File: config.mk
export PLATFORM = sky130hd
export DESIGN_NAME = serkey_seq_ctrl
export DESIGN_NICKNAME = d
export VERILOG_FILES = /design/src/rtl/serkey_seq_ctrl.sv
export SDC_FILE = /design/constraint.sdc
export NUM_CORES = 1
export LEC_CHECK = 0
export CAP_MARGIN = 20
export CORE_ASPECT_RATIO = 0.6
export CORE_MARGIN = 2
export CORE_UTILIZATION = 40
export CTS_CLUSTER_DIAMETER = 200
export DETAILED_ROUTE_END_ITERATION = 8
export SLEW_MARGIN = 20
export SYNTH_ARGS = -nofsm -noshare
export SYNTH_HDL_FRONTEND = slang
export SYNTH_SLANG_ARGS = --single-unit
File: constraint.sdc
create_clock -name clk -period 4.8 [get_ports clk]
set_input_delay 0.72 -clock clk [delete_from_list [all_inputs] [get_ports clk]]
set_output_delay 0.72 -clock clk [all_outputs]
set_load 0.01 [all_outputs]
File: src/rtl/serkey_seq_ctrl.sv
// Serial key/ID GAL sequencer: win the local bus, clock the GAL through its unlock nibbles, then shift out NBITS of key data.
// Optional SERKEY_PARITY_EN adds one trailing even-parity access that must match before data is published.
module serkey_seq_ctrl #(
  parameter int                   KEY_LEN     = 4,
  parameter logic [4*KEY_LEN-1:0] KEY         = 16'h9A5C,
  parameter int                   NBITS       = 16,
  parameter logic [3:0]           RD_NIB      = 4'h0,
  parameter int                   GNT_TIMEOUT = 255
) (
  input  logic             clk,
  input  logic             rst,
  input  logic             start,
  output logic             busy,
  output logic             done,
  output logic             err,
  output logic [NBITS-1:0] data,
  output logic             bus_req,
  input  logic             bus_gnt,
  output logic [13:0]      ba,
  output logic             br_w,
  output logic             sser_n,
  output logic             acc_clk,
  input  logic             sdrd
);

`ifdef SERKEY_PARITY_EN
  localparam int PAR_ACC = 1;
`else
  localparam int PAR_ACC = 0;
`endif
  localparam int N_ACC = KEY_LEN + NBITS + PAR_ACC;
  localparam int AW    = $clog2(N_ACC + 1);
  localparam int WW    = $clog2(GNT_TIMEOUT + 1);

  typedef enum logic [2:0] {
    S_IDLE, S_REQ, S_SETUP, S_STROBE, S_SAMPLE, S_FIN, S_FAIL
  } state_t;

  state_t           state, state_nxt;
  logic [AW-1:0]    acc_cnt;
  logic [WW-1:0]    wait_cnt;
  logic [NBITS-1:0] stage;
  logic [3:0]       key_nib;
  logic             data_phase;
  logic             last_acc;
  logic             par_acc;
  logic             par_bad;

  assign data_phase = (acc_cnt >= AW'(KEY_LEN));
  assign last_acc   = (acc_cnt == AW'(N_ACC - 1));
`ifdef SERKEY_PARITY_EN
  assign par_acc    = (acc_cnt == AW'(KEY_LEN + NBITS));
  assign par_bad    = par_acc && (sdrd != ^stage);
`else
  assign par_acc    = 1'b0;
  assign par_bad    = 1'b0;
`endif

  always_comb begin
    key_nib = '0;
    for (int i = 0; i < KEY_LEN; i++) begin
      if (acc_cnt == AW'(i)) key_nib = KEY[4*i +: 4];
    end
  end

  always_ff @(posedge clk or posedge rst) begin
    if (rst) state <= S_IDLE;
    else     state <= state_nxt;
  end

  always_comb begin
    state_nxt = state;
    busy      = 1'b0;
    done      = 1'b0;
    err       = 1'b0;
    bus_req   = 1'b0;
    ba        = '0;
    br_w      = 1'b0;
    sser_n    = 1'b1;
    acc_clk   = 1'b0;
    if (state == S_SETUP || state == S_STROBE || state == S_SAMPLE) begin
      bus_req = 1'b1;
      busy    = 1'b1;
      br_w    = 1'b1;
      sser_n  = 1'b0;
      ba      = {2'b01, 4'b0000, (data_phase ? RD_NIB : key_nib), 4'b0000};
    end
    case (state)
      S_IDLE: if (start) state_nxt = S_REQ;
      S_REQ: begin
        busy    = 1'b1;
        bus_req = 1'b1;
        if (bus_gnt)                             state_nxt = S_SETUP;
        else if (wait_cnt == WW'(GNT_TIMEOUT-1)) state_nxt = S_FAIL;
      end
      S_SETUP:  state_nxt = bus_gnt ? S_STROBE : S_FAIL;
      S_STROBE: begin
        acc_clk   = 1'b1;
        state_nxt = bus_gnt ? S_SAMPLE : S_FAIL;
      end
      S_SAMPLE: begin
        if (!bus_gnt || par_bad) state_nxt = S_FAIL;
        else if (last_acc)       state_nxt = S_FIN;
        else                     state_nxt = S_SETUP;
      end
      S_FIN: begin
        done      = 1'b1;
        state_nxt = S_IDLE;
      end
      S_FAIL: begin
        err       = 1'b1;
        state_nxt = S_IDLE;
      end
      default: state_nxt = S_IDLE;
    endcase
  end

  // Data bits shift in from the top so the first bit read lands in bit 0.
  always_ff @(posedge clk or posedge rst) begin
    if (rst) begin
      acc_cnt  <= '0;
      wait_cnt <= '0;
      stage    <= '0;
      data     <= '0;
    end else begin
      case (state)
        S_IDLE: begin
          acc_cnt  <= '0;
          wait_cnt <= '0;
          if (start) stage <= '0;
        end
        S_REQ: wait_cnt <= bus_gnt ? '0 : wait_cnt + WW'(1);
        S_SAMPLE: begin
          if (data_phase && !par_acc) stage <= {sdrd, stage[NBITS-1:1]};
          acc_cnt <= acc_cnt + AW'(1);
        end
        S_FIN: begin
          data    <= stage;
          acc_cnt <= '0;
        end
        S_FAIL: begin
          acc_cnt  <= '0;
          wait_cnt <= '0;
        end
        default: ;
      endcase
    end
  end

endmodule
==> results of run 1 <==
-- sequential cells by signal, summed over array words and instances, names as in the netlist --
name      flops
stage        16
wait_cnt      8
state         3
acc_cnt       5
data         16
-- metal layers --
metal	wire (um)	up-vias
li1	-	894
met1	2408	840
met2	1767	37
met3	181	5
met4	31	0
met5	0	-
-- how the worst max path moves through the flow --
| stage | slack [ns] | endpoint | startpoint |
|---|---|---|---|
| final | 1.56 | ba[5] | state[2] |
| after global routing | 1.38 | ba[5] | state[2] |
| after CTS | 1.55 | ba[5] | state[2] |
| after detailed placement | 1.89 | ba[5] | state[2] |
| after global placement | 1.97 | ba[5] | state[2] |
| after floorplan | 2.71 | ba[5] | state[1] |
-- area by class of cell --
cell class	count	area, um2	share of cell area [%]
flip-flops and latches	48	1201	42.91
clock inverters	3	46.29	1.654
multi-input cells	167	944.7	33.75
clock buffers	5	68.82	2.459
well taps	80	100.1	3.576
repair buffers	35	342.8	12.25
inverters	25	95.09	3.397
-- synthesized netlist by cell type (all sizes together) (2+ instances only) --
library cell and instances:
o21ai 49, dfrtp 48, nand2 30, inv 25, nand3 22, buf 17
nor2 9, clkbuf 7, ha 6, a21oi 5, nor3 5, a31oi 2
and2 2, maj3 2, o31ai 2, xor2 2
-- critical path: stages, from the launching register on --
cell	delay, ns
dfrtp_1	0.66
inv_1	0.17
nor3_2	0.12
buf_4	0.28
o21ai_0	0.23
nor3_1	0.20
clkdlybuf4s50_1	0.56
-- per-stage QoR --
stage / hold WS, ns / total power, mW / cell area [um2]
6_report: 0.4838 / 1.529 / 2799
4_1_cts: 0.4919 / 1.549 / 2798
3_5_place_dp: 0.4690 / 1.244 / 2683
5_1_grt: 0.5054 / 1.641 / 2799
2_1_floorplan: 0.4480 / 0.9593 / 2382
3_3_place_gp: 0.4603 / 1.235 / 2683
-- logic make-up (layout without fill, tap and decap cells) --
family	Yosys count	after routing	share of synthesized area, %
muxes	1	1	0.4255
adders and majority gates	8	8	4.043
buffers and inverters	49	68	10.27
xor gates and xnor gates	3	3	1.117
and+or+nand+nor	79	79	16.22
DFF	48	48	51.06
AOI/OAI and AO/OA	67	67	16.70
other	1	9	0.1594
-- power groups by stage --
stage                     sequential [mW]  clock, mW  combinational (mW)
after floorplan                     0.590          0               0.370
after global placement              0.599          0               0.636
after detailed placement            0.602          0               0.642
after CTS                           0.594      0.311               0.645
after global routing                0.609      0.327               0.706
final                               0.593      0.301               0.635
==> flow_summary.yaml, run 1 <==
outcome:
  status: "finished clean"
routing:
  drc: 0
  avgViaCountPerCell: 4.893
  wl_per_cell_um: 12.09
  vias: 1776
  drt_wl_total_mm: 4.389
  drt-initial-drc-count: 86
  antenna_left: 0
  dr.pass1.iters: 4
synth:
  synth_largest_area_cell: "dfrtp_1"
  synth_top_area_share_pct: 51.06
  synth_cells: 256
  yosysSeqAreaShare_pct: 51.06
  yosysWarnings: 0
  synth_edf_count: 0
  async_flop_share_pct: 100.0
  syn-cell-area_um2: 2352
  synth_area_leaders: "dfrtp_1 51%, o21ai_0 10%, nand2_1 4.8%"
  ys_types: 42
  synth_seq_cells: 48
  avgSynthCellArea_um2: 9.189
  synth_flop_cell: "dfrtp_1"
clock_tree:
  cts.sinks: 48
  cts_made_buffers: 5
  postCtsSetupRepairBufs: 0
  clk_pin_slew_ns: 0.10
  ctsHtreeMaxLevel: 2
  ctsResizeCount: 0
  clock_path_buffers: 2
  cts-hold-fix-buffers: 0
  cts_root_buffer: "clkbuf_8"
  clk_latency_ns: 0.31
  cts_tree: "yes"
sta:
  hold_viol: 0
  worst_slack_ns: 1.564
  slew_violations: 0
  max_freq_mhz: 309.0
  period_needed_ns: 3.236
  worst_pin_slew_ns: 0.8052
  setup_viol_count_final: 0
  post-route-period-util_pct: 67.42
  clock_skew_ns: 0.008739
  fin_tns_setup_ns: 0
  rsz0062_at_grt: "no"
  max_slew_margin_pct: 46.26
power_and_ir_drop:
  switching_share_pct: 36.36
  p_leak_nw: 1.197
  ir_drop_v: 0.0002307
  p_int_mw: 0.9732
  p_clk_share_pct: 19.7
  p_per_area_nw_per_um2: 546.4
  power_frac_comb_pct: 41.6
  power.net_switching_mw: 0.5560
  pwr-share-seq_pct: 38.8
setup_path:
  reg2reg_depth: 3
  arrival_ns: 2.52
  setup.worst_path.end_class: "output pin"
  rrSetupSlack_ns: 2.99
  cp_max_fo: 23
  r2r-start: "state[1]"
  startpoint_type: "flop"
  critPathKind: "reg2out"
  r2r_end: "state[2]"
  cp.required_ns: 4.08
global_routing:
  grtUsageTotal_pct: 14.36
  grt_pass1_vias: 1550
  use_met1_pct: 22.66
  gr-max-usage-layer: "met1"
  antenna_found_initial: 0
  grt_pass1_wl_mm: 7.424
  grt_max_degree: 49
  met2_usage_pct: 19.32
  grt.met3_usage_pct: 4.107
  overflow: 0
flow_run:
  maxCapViolCount: 0
floorplan:
  die_h_um: 63.40
  fp-row-count: 21
  die_area_um2: 6530
  start_util_pct: 41.83
  io_pins: 42
  die-width_um: 103
  coreArea_um2: 5623
layout:
  n_antenna_cell: 0
  layout_common_cells: "48 x o21ai_0, 48 x dfrtp_1, 32 x clkdlybuf4s50_1"
  final_util_pct: 49.78
  final_nets: 293
  layout-drive-gt1-share_pct: 6.007
  nFillCells: 557
  syn2layout_area_growth_pct: 18.99
  final_cells: 363
place:
  portBuffers: 32
  post-dp-hpwl_mm: 2.979
  gp_congestion: 0.7827
  place_inst: 355
  place_ws_ns: 1.894
worst_hold_path:
  hp-class: "reg2reg"
  hold_path_depth: 2
  worst_hold_path.endpoint: "data[0]"
  min_from: "data[0]"
Note: power is estimated with default switching activity, not from simulation.
==> run 2: changes to the inputs <==
--- a/config.mk
+++ b/config.mk
@@ -11,6 +11,7 @@
 export CORE_UTILIZATION = 40
 export CTS_CLUSTER_DIAMETER = 200
 export DETAILED_ROUTE_END_ITERATION = 8
+export PLACE_DENSITY = 0.66
 export SLEW_MARGIN = 20
 export SYNTH_ARGS = -nofsm -noshare
 export SYNTH_HDL_FRONTEND = slang
==> constraint.sdc (replaced) <==
create_clock -name clk -period 2.6 [get_ports clk]
set_input_delay 0.39 -clock clk [delete_from_list [all_inputs] [get_ports clk]]
set_output_delay 0.39 -clock clk [all_outputs]
set_load 0.01 [all_outputs]
==> run 2 against run 1 <==
Compared with the run above: die area stayed put; sequential power is 74% higher; clock power is 83% higher; worst hold slack worse by 0.0012 ns; wire length is 4.8% higher; combinational power is 100% higher; setup slack worse by 1.4 ns; register-to-register slack worse by 2.2 ns; global-route usage is 1.1 points higher; core utilization is 0.65 points higher; first-iteration DRC count is 24% lower; clock skew is 0.0027 ns higher.
==> flow_summary.yaml, run 2 (synthesis results as in run 1) <==
place:
  portBuffers: 32
  gp_congestion: 0.7687
  post-dp-hpwl_mm: 3.191
  place_ws_ns: 0.2906
routing:
  drt_wl_total_mm: 4.600
  vias: 1785
  avgViaCountPerCell: 4.864
  drt-initial-drc-count: 65
  drc: 0
  dr.pass1.iters: 4
  wl_per_cell_um: 12.53
  antenna_left: 0
clock_tree:
  clock_path_buffers: 2
  cts_root_buffer: "clkbuf_8"
  clk_pin_slew_ns: 0.10
  ctsHtreeMaxLevel: 2
  cts_tree: "yes"
  cts-hold-fix-buffers: 0
  cts_made_buffers: 5
  postCtsSetupRepairBufs: 0
  clk_latency_ns: 0.30
  cts.sinks: 48
setup_path:
  startpoint: "acc_cnt[2]"
  r2r_end: "state[0]"
  crit_end: "ba[5]"
  startpoint_type: "flop"
  r2r-start: "state[1]"
  rrSetupSlack_ns: 0.78
  cp.required_ns: 2.21
  arrival_ns: 2.09
  setup.worst_path.end_class: "output pin"
  cp_max_fo: 7
  reg2reg_depth: 4
  critPathKind: "reg2out"
sta:
  post-route-period-util_pct: 95.42
  max_freq_mhz: 403.1
  fin_tns_setup_ns: 0
  setup_viol_count_final: 0
  hold_viol: 0
  max_slew_margin_pct: 58.23
  rsz0062_at_grt: "no"
  clock_skew_ns: 0.01141
  period_needed_ns: 2.481
  worst_pin_slew_ns: 0.6256
  worst_slack_ns: 0.1190
  slew_violations: 0
layout:
  final_nets: 297
  layout-drive-gt1-share_pct: 8.014
  n_antenna_cell: 0
  largestRegisters: "data x16, stage x16, wait_cnt x8"
  syn2layout_area_growth_pct: 20.53
  final_common_cell: "o21ai_0"
  layout_common_cells: "48 x o21ai_0, 47 x dfrtp_1, 32 x clkdlybuf4s50_1"
global_routing:
  antenna_found_initial: 0
  met2_usage_pct: 22.40
  gr-max-usage-layer: "met1"
  grtUsageTotal_pct: 15.48
  grt_pass1_wl_mm: 8.024
  use_met1_pct: 22.99
  grt.met3_usage_pct: 4.883
  grt_max_degree: 33
  overflow: 0
  grt_pass1_vias: 1710
flow_run:
  maxCapViolCount: 0
power_and_ir_drop:
  power.net_switching_mw: 1.041
  pwr-share-seq_pct: 36.0
  ir_drop_v: 0.0003407
  switching_share_pct: 36.28
  p_leak_nw: 1.220
  power_frac_comb_pct: 44.8
  p_per_area_nw_per_um2: 1012
  p_int_mw: 1.829
  p_clk_share_pct: 19.2
floorplan:
  start_util_pct: 41.83
  die_area_um2: 6530
  die-width_um: 103
  fp-row-count: 21
  io_pins: 42
  coreArea_um2: 5623
  die_h_um: 63.40
outcome:
  status: "finished clean"
worst_hold_path:
  hp-class: "in2async"
==> run 2: changes by cell type in the layout (fill, tap and decap cells not counted), sizes merged <==
cell      before  now
clkinv         1    2
buf            3    7
clkinvlp       1    0
==> run 2: final cells by class <==
cell class | count | area, um2
fillers | 552 | 2788
flip-flops and latches | 48 | 1202
multi-input cells | 167 | 949.7
repair buffers | 39 | 372.9
well taps | 80 | 100.1
inverters | 25 | 93.84
clock buffers | 5 | 68.82
clock inverters | 3 | 47.55
==> run 2: critical path, cell delays in order, from the launching register on <==
cell and delay, ns:
dfrtp_1 0.46, nor3_2 0.32, o21ai_0 0.25, nor3_1 0.19, clkdlybuf4s50_1 0.56
==> run 2: per-layer routing <==
layer	part of all wire (%)	vias up
li1	-	908
met5	0	-
met2	41	46
met3	4.7	2
met1	54	829
met4	0.37	0
==> run 2: power by group through the flow <==
stage / logic (mW) / registers (mW) / clock network (mW)
floorplan: 0.682 / 1.09 / 0
global placement: 1.27 / 1.04 / 0
detailed placement: 1.29 / 1.05 / 0
CTS: 1.30 / 1.04 / 0.568
global route: 1.43 / 1.06 / 0.605
finish: 1.29 / 1.03 / 0.551
==> run 2: worst min path at each step <==
stage / from / cells after the start / endpoint
6_report: rst / 2 / data[10]
5_1_grt: data[0] / 2 / data[0]
4_1_cts: data[0] / 2 / data[0]
3_5_place_dp: data[0] / 2 / data[0]
3_3_place_gp: data[1] / 2 / data[1]
2_1_floorplan: wait_cnt[7] / 1 / wait_cnt[7]
==> run 2: timing repair <==
item	4_1_cts	5_1_grt
setup endpoints to repair	4	1
endpoints found under the hold margin	0	0
resized for setup	1	1
pin swaps	0	0
==> run 2: stage by stage <==
| step | utilization, % | hold slack [ns] | cells | total power [mW] | instance area [um2] |
|---|---|---|---|---|---|
| floorplan | - | 0.4480 | 264 | 1.771 | 2382 |
| global placement | 48.24 | 0.4604 | 359 | 2.319 | 2713 |
| detailed placement | 48.24 | 0.4699 | 359 | 2.343 | 2713 |
| CTS | 50.40 | 0.4926 | 367 | 2.904 | 2834 |
| global route | 50.42 | 0.5101 | 367 | 3.102 | 2835 |
| finish | 50.42 | 0.4825 | 367 | 2.870 | 2835 |
==> run 3: changes to the inputs <==
--- a/config.mk
+++ b/config.mk
@@ -8,10 +8,10 @@
 export CAP_MARGIN = 20
 export CORE_ASPECT_RATIO = 0.6
 export CORE_MARGIN = 2
-export CORE_UTILIZATION = 40
+export CORE_UTILIZATION = 35
 export CTS_CLUSTER_DIAMETER = 200
 export DETAILED_ROUTE_END_ITERATION = 8
-export PLACE_DENSITY = 0.66
+export SKIP_CTS_REPAIR_TIMING = 1
 export SLEW_MARGIN = 20
 export SYNTH_ARGS = -nofsm -noshare
 export SYNTH_HDL_FRONTEND = slang
==> run 3 against run 2 <==
Compared with the run above: non-clock buffer count increased by 1; setup slack improved by 0.094 ns; global-route usage decreased by 1.9 points; clock skew decreased by 0.0012 ns; wire length decreased by 2.4%; combinational power about the same; via count decreased by 1.5%; flip-flop and latch count unchanged; critical path depth unchanged; largest cell class unchanged; largest power group unchanged.
==> flow_summary.yaml, run 3 (synthesis results as in run 1) <==
global_routing:
  grt_pass1_wl_mm: 7.645
  overflow: 0
  grt_pass1_vias: 1590
  antenna_found_initial: 0
  grtUsageTotal_pct: 13.56
  grt_max_degree: 49
layout:
  regArea_um2: 1201
  layout-drive-gt1-share_pct: 7.639
  syn2layout_area_growth_pct: 21.44
  final_cells: 375
  n_antenna_cell: 0
  layout_common_cells: "48 x dfrtp_1, 47 x o21ai_0, 32 x clkdlybuf4s50_1"
  nFillCells: 662
  final_common_cell: "dfrtp_1"
  final_nets: 298
  largestRegisters: "data x16, stage x16, wait_cnt x8"
  multi_input_area_um2: 950.9
setup_path:
  cp_common_cell: "nor3_1"
  r2r_end: "state[2]"
  max_stage_delay_ns: 0.57
  rrSetupSlack_ns: 0.73
  cp_num_buf_inv: 1
  crit_slowest_cell: "clkdlybuf4s50_1"
  r2r-start: "state[1]"
  cp_cell_sequence: "nor3_1 -> o21ai_1 -> nor3_1 -> clkdlybuf4s50_1"
  setup.worst_path.end_class: "output pin"
  reg2reg_depth: 4
  arrival_ns: 2.00
  cp_max_fo: 7
  critPathTopFamily: "buffers and inverters"
  critPathKind: "reg2out"
  cp.required_ns: 2.21
  startpoint_type: "flop"
routing:
  dr.pass1.iters: 4
  wl_met1_mm: 2.396
  antenna_left: 0
  avgViaCountPerCell: 4.688
  drt-initial-drc-count: 77
  wl_per_cell_um: 11.97
  highest_layer: "met4"
  drt_wl_total_mm: 4.490
  vias: 1758
  drc: 0
  wl_met3_um: 175
  wl_met2_mm: 1.896
worst_hold_path:
  hold_path_depth: 2
  worst_hold_path.endpoint: "data[13]"
  hp-class: "reg2reg"
  min_from: "data[13]"
clock_tree:
  cts.sinks: 48
  cts_made_buffers: 5
  cts_tree: "yes"
  clock_path_buffers: 2
  clk_pin_slew_ns: 0.10
  cts_root_buffer: "clkbuf_8"
  clk_latency_ns: 0.30
  ctsHtreeMaxLevel: 2
floorplan:
  coreArea_um2: 6590
  io_pins: 42
  start_util_pct: 35.69
  die_h_um: 67.50
  fp-row-count: 23
  die_area_um2: 7414
  die-width_um: 109.8
sta:
  max_freq_mhz: 418.9
  rsz0062_at_grt: "no"
  slew_violations: 0
  worst_slack_ns: 0.2129
  setup_viol_count_final: 0
  post-route-period-util_pct: 91.81
  max_slew_margin_pct: 58.39
  clock_skew_ns: 0.01018
  fin_tns_setup_ns: 0
  worst_pin_slew_ns: 0.6241
  hold_viol: 0
  period_needed_ns: 2.387
power_and_ir_drop:
  p_per_area_nw_per_um2: 1012
  ir_drop_v: 0.0005632
  p_leak_nw: 1.229
  power.total_mw: 2.891
place:
  place_inst: 367
  place_ws_ns: 0.4405
  portBuffers: 32
  gp_congestion: 0.8118
  post-dp-hpwl_mm: 2.978
flow_run:
  maxCapViolCount: 0
outcome:
  status: "finished clean"
-- run 3: power breakdown --
part           switching (mW)  leakage, nW  total [mW]  internal (mW)
Combinational           0.650        0.507        1.28          0.634
Sequential              0.125        0.660        1.03          0.906
Clock                   0.261       0.0614       0.576          0.315
Total                    1.04         1.23        2.89           1.85
-- run 3: cell type report --
class	count	area share (%)
clock buffers	6	2.891
clock inverters	2	1.358
inverters	25	3.285
flip-flops and latches	48	42.05
repair buffers	40	13.32
well taps	87	3.811
multi-input cells	167	33.29
-- run 3: per-stage QoR --
stage	cell area, um2	hold WS, ns	util [%]
after floorplan	2382	0.4480	-
after global placement	2729	0.4598	41.41
after detailed placement	2729	0.4698	41.41
after CTS	2850	0.4905	43.25
after global routing	2856	0.5258	43.35
final	2856	0.4830	43.35
-- run 3: worst max-delay path by stage --
| stage | start | slack [ns] | cells past startpoint | endpoint |
|---|---|---|---|---|
| after floorplan | state[1] | 0.84 | 4 | ba[5] |
| after global placement | acc_cnt[2] | 0.48 | 4 | ba[5] |
| after detailed placement | state[1] | 0.44 | 4 | ba[5] |
| after CTS | state[1] | 0.09 | 4 | ba[5] |
| after global routing | acc_cnt[2] | 0.01 | 4 | ba[5] |
| final | acc_cnt[2] | 0.21 | 4 | ba[5] |
-- run 3: worst register-to-register path, cell delays in order (launching register included) --
cell and delay [ns]:
dfrtp_1 0.49, buf_4 0.22, or4b_4 0.62, a41o_1 0.29
a21boi_0 0.14
-- run 3: layer usage --
| layer | global-route usage, % | up-vias |
|---|---|---|
| met5 | 0 | - |
| met4 | 3.323 | 0 |
| met3 | 4.826 | 2 |
| met2 | 19.10 | 27 |
| met1 | 19.71 | 815 |
| li1 | - | 914 |
